$ cat src/rtl/uart_pkg.sv
// Shared types and constants for the FIFO-fed UART transmitter.
package uart_pkg;

   localparam int unsigned UART_DATA_W = 8;

   // Parity modes
   localparam int unsigned PAR_NONE = 0;
   localparam int unsigned PAR_EVEN = 1;
   localparam int unsigned PAR_ODD  = 2;

   typedef enum logic [2:0] {
      StIdle,
      StReq,
      StWait,
      StStart,
      StData,
      StParity,
      StStop
   } tx_state_t;

endpackage

$ cat src/rtl/uart_baud_gen.sv
// Bit-period timer: tick marks the last cycle of each CLKS_PER_BIT-long bit.
// The count restarts on clear (state entry) and after each tick, so bit
// periods never drift relative to one another.
module uart_baud_gen #(
   parameter int unsigned CLKS_PER_BIT = 868
) (
   input  logic clk,
   input  logic rst,
   input  logic clear,
   output logic tick
);

   localparam int unsigned CntW = $clog2(CLKS_PER_BIT);
   localparam logic [CntW-1:0] CntMax = CntW'(CLKS_PER_BIT - 1);

   logic [CntW-1:0] cnt_q, cnt_d;

   assign tick = (cnt_q == CntMax);

   // Next count: restart on clear or at the end of a bit period
   always_comb begin
      cnt_d = cnt_q + CntW'(1);
      if (clear || tick) begin
         cnt_d = '0;
      end
   end

   // Counter register
   always_ff @(posedge clk) begin
      if (rst) begin
         cnt_q <= '0;
      end else begin
         cnt_q <= cnt_d;
      end
   end

endmodule

$ cat src/rtl/fifo_uart_tx.sv
// Pops bytes from the upstream FIFO and sends each as a UART frame:
// start bit, 8 data bits LSB first, optional parity, 1 or 2 stop bits.
module fifo_uart_tx
   import uart_pkg::*;
#(
   parameter int unsigned CLKS_PER_BIT = 868,
   parameter int unsigned PARITY       = 0,
   parameter int unsigned STOP_BITS    = 1
) (
   input  logic                   clk,
   input  logic                   rst,
   input  logic                   tx_en,
   input  logic                   fifo_empty,
   input  logic [UART_DATA_W-1:0] fifo_d_out,
   output logic                   fifo_r_en,
   output logic                   tx,
   output logic                   busy,
   output logic                   tx_done
);

   localparam logic [2:0] LastStop = 3'(STOP_BITS - 1);

   tx_state_t              state_q, state_d;
   logic [UART_DATA_W-1:0] shift_q, shift_d;
   logic                   parity_q, parity_d;
   logic [2:0]             idx_q, idx_d;
   logic                   tx_q, tx_d;
   logic                   r_en_q, r_en_d;
   logic                   done_q, done_d;
   logic                   tick;
   logic                   baud_clear;

   // Every state change restarts the bit timer
   assign baud_clear = (state_d != state_q);

   uart_baud_gen #(
      .CLKS_PER_BIT(CLKS_PER_BIT)
   ) u_baud_gen (
      .clk  (clk),
      .rst  (rst),
      .clear(baud_clear),
      .tick (tick)
   );

   // Next-state, shift register, parity and bit/stop index
   always_comb begin
      state_d  = state_q;
      shift_d  = shift_q;
      parity_d = parity_q;
      idx_d    = idx_q;
      r_en_d   = 1'b0;
      unique case (state_q)
         StIdle: begin
            // Sole reader: a non-empty flag seen here guarantees the byte exists
            if (tx_en && !fifo_empty) begin
               r_en_d  = 1'b1;
               state_d = StReq;
            end
         end
         StReq: begin
            state_d = StWait;
         end
         StWait: begin
            shift_d  = fifo_d_out;
            parity_d = (^fifo_d_out) ^ (PARITY == PAR_ODD);
            state_d  = StStart;
         end
         StStart: begin
            if (tick) begin
               idx_d   = 3'd0;
               state_d = StData;
            end
         end
         StData: begin
            if (tick) begin
               shift_d = shift_q >> 1;
               if (idx_q == 3'd7) begin
                  idx_d   = 3'd0;
                  state_d = (PARITY != PAR_NONE) ? StParity : StStop;
               end else begin
                  idx_d = idx_q + 3'd1;
               end
            end
         end
         StParity: begin
            if (tick) begin
               idx_d   = 3'd0;
               state_d = StStop;
            end
         end
         StStop: begin
            // idx counts stop bits here
            if (tick) begin
               if (idx_q == LastStop) begin
                  idx_d   = 3'd0;
                  state_d = StIdle;
               end else begin
                  idx_d = idx_q + 3'd1;
               end
            end
         end
         default: begin
            state_d = StIdle;
         end
      endcase
   end

   // Line level for the next cycle follows the state being entered
   always_comb begin
      tx_d = 1'b1;
      case (state_d)
         StStart:  tx_d = 1'b0;
         StData:   tx_d = shift_d[0];
         StParity: tx_d = parity_d;
         default:  tx_d = 1'b1;
      endcase
      done_d = (state_q == StStop) && (state_d == StIdle);
   end

   // State and registered outputs
   always_ff @(posedge clk) begin
      if (rst) begin
         state_q  <= StIdle;
         shift_q  <= '0;
         parity_q <= 1'b0;
         idx_q    <= 3'd0;
         tx_q     <= 1'b1;
         r_en_q   <= 1'b0;
         done_q   <= 1'b0;
      end else begin
         state_q  <= state_d;
         shift_q  <= shift_d;
         parity_q <= parity_d;
         idx_q    <= idx_d;
         tx_q     <= tx_d;
         r_en_q   <= r_en_d;
         done_q   <= done_d;
      end
   end

   assign fifo_r_en = r_en_q;
   assign tx        = tx_q;
   assign tx_done   = done_q;
   assign busy      = (state_q != StIdle);

endmodule
$ cat config.mk
export PLATFORM = sky130hd
export DESIGN_NAME = fifo_uart_tx
export DESIGN_NICKNAME = d
export VERILOG_FILES = /design/src/rtl/uart_pkg.sv /design/src/rtl/uart_baud_gen.sv /design/src/rtl/fifo_uart_tx.sv
export SDC_FILE = /design/constraint.sdc
export NUM_CORES = 1
export LEC_CHECK = 0
export CELL_PAD_IN_SITES_DETAIL_PLACEMENT = 1
export CELL_PAD_IN_SITES_GLOBAL_PLACEMENT = 1
export CORE_ASPECT_RATIO = 1.2
export CORE_MARGIN = 2
export CORE_UTILIZATION = 41
export CTS_CLUSTER_SIZE = 8
export DETAILED_ROUTE_END_ITERATION = 12
export PLACE_DENSITY_LB_ADDON = 0.25
export SLEW_MARGIN = 0
export SYNTH_ARGS = -nofsm -noshare
export SYNTH_HDL_FRONTEND = slang
export SYNTH_SLANG_ARGS = --single-unit
$ cat constraint.sdc
create_clock -name clk -period 2.47 [get_ports clk]
set_input_delay 0.247 -clock clk [delete_from_list [all_inputs] [get_ports clk]]
set_output_delay 0.247 -clock clk [all_outputs]
set_load 0.01 [all_outputs]
# After elaboration in Yosys (flattened, before gate mapping)
# Index checks and enable logic that the tools add are counted.
dict set report word_totals {
  memories 0
  output_inout_bits 4
  rom_bits 0
  register_bits 28
  latchBits 0
  input_bits 12
  word_cells 62
  ram_bits 0
}
dict set report op_classes {
  div_mod_pow 0
  reduce_logical 16
  mux 19
  bitwise_logic 1
  shift 0
  n_eq_ne 15
  addsub 2
  mul 0
  magnitude_cmp 0
}
# operator n
set ops {}
lappend ops {{two-way mux 3 bit} 12}
lappend ops {{case mux 3 bit (7 select lines)} 1}
lappend ops {{== test 3 bit (second input constant)} 6}
lappend ops {{case mux 8 bit (2 select lines)} 1}
lappend ops {{adder 10 x 1 -> 10 bit (second input constant)} 1}
lappend ops {{== test 10 bit (second input constant)} 1}
lappend ops {{== test 3 x 2 -> 1 bit (second input constant)} 3}
lappend ops {{zero test 3 bit} 3}
lappend ops {{case mux 3 bit (3 select lines)} 1}
lappend ops {{two-way mux 8 bit} 1}
lappend ops {{parity 8 bit} 1}
lappend ops {{!= test 2 x 1 -> 1 bit (second input constant)} 3}
lappend ops {{nonzero test 3 bit} 2}
lappend ops {{OR reduction 2 bit} 3}
lappend ops {{AND reduction 4 bit} 1}
lappend ops {{adder 3 x 1 -> 3 bit (second input constant)} 1}
lappend ops {{== test 3 x 1 -> 1 bit (second input constant)} 1}
lappend ops {{!= test 3 bit} 1}
lappend ops {{case mux 1 bit (3 select lines)} 1}
lappend ops {{logical AND 1 bit} 2}
lappend ops {{two-way mux 1 bit} 2}
lappend ops {{AND reduction 2 bit} 1}
lappend ops {{nonzero test 2 bit} 1}
lappend ops {{zero test 1 bit} 1}
lappend ops {{other kinds (2)} 2}

# Longest topological paths before layout
dict set report depth {
  ltp_word 7
  ltp_mapped 7
}

# Modules after synthesis
# From an unflattened synthesis, not the netlist that was laid out.
dict set report hier_totals {
  cells_unflattened 164
  area_unflattened_um2 1436.4
}
# mod seq_area_each_um2 area_per_inst_um2 n_inst cells_each
set modules_own_cells {}
lappend modules_own_cells {fifo_uart_tx 360.3 982.2 1 111}
lappend modules_own_cells {uart_baud_gen 200.2 454.2 1 53}

# Worst setup path after synthesis
# OpenSTA, ideal clock, no wires.
dict set report synth_path {
  kind {register to register}
  from {reg u_baud_gen.cnt_q[0]}
  to {reg tx_q, in the netlist tx}
  path_stages_with_launch 8
  arrival_ns 2.020
  slack_ns 0.371
  setup_ns 0.079
  period_less_slack_ns 2.099
  path_buffers 1
  cell_sequence {dfxtp_1 > ha_1 > or3b_1 > buf_6 > o41a_1 > o311a_1 > nor3b_1 > o221ai_2}
}
dict set report synth_via {
  elab_chain_len 5
}
# item line_no
set synth_lines {}
lappend synth_lines {{from (decl)} uart_baud_gen.sv:16} ;# logic [CntW-1:0] cnt_q, cnt_d;
lappend synth_lines {{from (signal assigned)} uart_baud_gen.sv:33} ;# cnt_q <= cnt_d;
lappend synth_lines {{== test 10 bit (*)} uart_baud_gen.sv:18} ;# assign tick = (cnt_q == CntMax);
lappend synth_lines {{two-way mux 3 bit (on tied branches)} n/a}
lappend synth_lines {{case mux 3 bit (7 select lines)} fifo_uart_tx.sv:52} ;# unique case (state_q)
lappend synth_lines {{== test 3 bit or == test 3 x 2 -> 1 bit (tied branches)} fifo_uart_tx.sv:111} ;# case (state_d)
lappend synth_lines {{case mux 1 bit (3 select lines) (*)} fifo_uart_tx.sv:111}
lappend synth_lines {{to (signal assigned)} fifo_uart_tx.sv:135} ;# tx_q <= tx_d;
lappend synth_lines {{to (decl)} fifo_uart_tx.sv:27} ;# logic tx_q, tx_d;
# Mark *: on every way between the ends. The rest lies on a longest branch, timed or not. The select of a mux whose other input is x is not followed.
# A chain may end at the register's enable or synchronous reset.

# Final worst setup path
# Same ends and word-level chain as after synthesis.

==> metrics.md <==
| Metric | Value |
|---|---|
| Synth top area share | 0.3810 |
| Multi-input logic area | 843.3 um^2 |
| Clk slew on worst S/H paths | 90 ps |
| YS warnings | 0 |
| Critical R2R Launch | u_baud_gen.cnt_q[0] |
| DRC viols | 1 |
| Mapped Cells | 174 |
| Post-cts resize count | 0 |
| First-pass GRT wire length | 6506 um |
| Syn nets | 190 |
| #FFs+latches synth | 28 |
| Peak supply drop | 0.3367 mV |
| IO Pins | 16 |
| WS Path Type | flip-flop to flip-flop |
| Post-CTS Setup Bufs | 0 |
| Num CTS Buffers | 3 |
| WHS Path Cells | 2 |
| Fin crit period | 2314 ps |
| Fin crit share | 0.9367 |
| Final hold viol count | 0 |
| Layout area overhead | 16.33% |
| R2R Path End | tx |
| Per-cell routed wire length | 16.63 um |
| Initial DRC count | 47 |
| # nets final | 205 |
| Worst Skew | 3.385 ps |
| Hold_buf cts | 0 |
| Sequential element share of the synthesized area | 0.3810 |
| Slew headroom | 0.4916 |
| Die Span X | 58.69 um |
| CP endpoint | tx |
| Cell area after synthesis | 0.001471 mm^2 |
| Crit path launch type | flip-flop |
| Max cap viols | 0 |
| Worst Setup End Kind | flip-flop |
| Max-slew violation count | 0 |
| Clk sinks | 28 |
| Vias | 1,342 |
| Pwr Density | 524.4 mW/mm^2 |
| H-tree levels | 1 |
| Worst reg-to-reg setup slack | 160 ps |
| Critical path peak fanout | 9 |
| Max Fclk | 432.2 MHz |
| Die height | 69.63 um |
| Final setup viols | 0 |
| Outcome | finished, violations left |
| Length in cells of the worst reg-to-reg path | 6 |
| Required time of the critical path | 2670 ps |
| Worst Max-Slew Pin Slew | 759.7 ps |
| Share of layout cells above drive strength 1 | 0.06383 |
| Gr ovfl total | 0 |
| Die ar. | 0.004086 mm^2 |
| Placed Instances | 221 |
| Fillcell total | 406 |
| Leak pwr | 0.5930 nW |
| Clock root buffer | clkbuf_8 |
| Number of core rows | 23 |
| GP Congestion | 0.8590 |
| Core area | 0.003396 mm^2 |
| Most common cell after layout, fill and taps aside | dfxtp_1 |
| Worst skew pair latency | 270 ps |
| Number of global-route vias before repair | 1,375 |
| Initial antenna violation count | 0 |
| Setup_tns | 0 ps |
| Largest net degree at the start of global routing | 18 |
| Detailed placement HPWL | 2879 um |
| Total wire length | 3741 um |
| Input/output buffers | 15 |
| Non-filler cells, final | 225 |
| Min-Delay Path Class | flip-flop to flip-flop |
| Unrepaired setup endpoints after global routing | false |
| # diodes | 0 |
| Yosys cell types | 43 |
| CTS tree | yes |
| FF+latch area | 560.5 um^2 |
| Critical Path AT | 2520 ps |
| Yosys top cell by area | dfxtp_1 |
| Pre-antenna DRT Iters | 8 |
| GRT Total Usage | 0.1996 |
| Starting Density | 0.4333 |
| Worst Setup SP | u_baud_gen.cnt_q[0] |
| Final ANT Viol Nets | 0 |
| Vias per inst | 5.964 |
| Failing checks | design-rule violations |
| Maximum clock insertion buffer count | 2 |
| Syn avg cell area | 8.456 um^2 |
| Commonest cells after routing, fill and taps aside | dfxtp_1 (28), nor2_1 (24), clkdlybuf4s50_1 (15), nand2_1 (13), a21oi_1 (11) |
| Largest cells by area after synthesis | dfxtp_1 (38%), nor2_1 (6.1%), xnor2_1 (6.0%) |
-- stage by stage --
stage	hold WS [ps]	setup WS (ps)	total power [mW]	cell area, um^2	utilization
after floorplan	382.9	370.9	0.5736	1471	-
final	458.8	156.3	0.8976	1712	0.5041
after global routing	497.4	45.75	0.9488	1712	0.5041
after CTS	461.5	153.6	0.9127	1712	0.5041
after detailed placement	447.4	184.4	0.6256	1657	0.4878
after global placement	441.8	268.4	0.6199	1657	0.4878
-- cells in the mapped netlist, drive strengths merged --
cell / n
a2111oi: 1
a211oi: 2
a21oi: 11
a221oi: 1
a22o: 1
a22oi: 7
a2bb2oi: 2
a31oi: 1
and2: 1
and3: 1
and4: 2
buf: 2
clkbuf: 7
dfxtp: 28
ha: 4
inv: 7
mux2i: 1
nand2: 13
nand2b: 3
nand3: 4
nand3b: 2
nand4: 1
nand4bb: 1
nor2: 24
nor2b: 2
nor3: 4
nor3b: 2
nor4: 6
o2111ai: 1
o21ai: 6
o221ai: 1
o311a: 1
o31ai: 1
o41a: 1
o41ai: 1
or3: 2
or3b: 4
xnor2: 10
xor2: 5
-- report_power, final --
part / leakage [nW] / switching (mW) / total [mW] / internal (mW)
combinational: 0.337 / 0.0696 / 0.133 / 0.0639
clock: 0.0288 / 0.140 / 0.282 / 0.143
sequential: 0.227 / 0.0146 / 0.482 / 0.467
-- cell type report --
cell class,count,share of cell area
clock buffers,4,0.03216
flip-flops and latches,28,0.3275
inverters,7,0.01535
well taps,37,0.02705
repair buffers,19,0.1053
multi-input cells,130,0.4927
-- worst max-delay path, cell delays in order (launching register included) --
cell and delay, ps:
dfxtp_1 390, ha_1 210, or3b_1 520, o41a_1 420
o311a_1 350, nor3b_1 160, o221ai_2 200
-- cells by family (layout without fill, tap and decap cells) --
family                     after synthesis  in the layout  synth area share
and+or+nand+nor                         72             72            0.2636
AOI/OAI and AO/OA                       38             38            0.1794
DFF                                     28             28            0.3810
buffers and inverters                   16             30           0.04592
xor gates and xnor gates                15             15           0.08928
adders and majority gates                4              4           0.03401
muxes                                    1              1          0.006803
-- how the worst min path moves through the flow --
stage	start	end	slack, ps
finish	shift_q[4]	shift_q[4]	460
global route	shift_q[3]	shift_q[3]	500
CTS	shift_q[4]	shift_q[4]	460
detailed placement	shift_q[4]	shift_q[4]	450
global placement	u_baud_gen.cnt_q[0]	u_baud_gen.cnt_q[0]	440
floorplan	fifo_d_out[7]	shift_q[7]	380
-- registers in the layout (all words and copies together), names as in the netlist --
register	count
fifo_r_en	1
tx_done	1
parity_q	1
state_q	3
u_baud_gen.cnt_q	10
shift_q	8
idx_q	3
tx	1
-- per-layer routing --
| layer | wire length (um) | vias to the layer above | track usage |
|---|---|---|---|
| met3 | 97 | 5 | 0.02239 |
| li1 | - | 649 | - |
| met1 | 1550 | 669 | 0.2408 |
| met2 | 2060 | 19 | 0.3670 |
| met4 | 32 | 0 | 0.04545 |
| met5 | 0 | - | 0 |
Power figures use the tool's default switching activity.
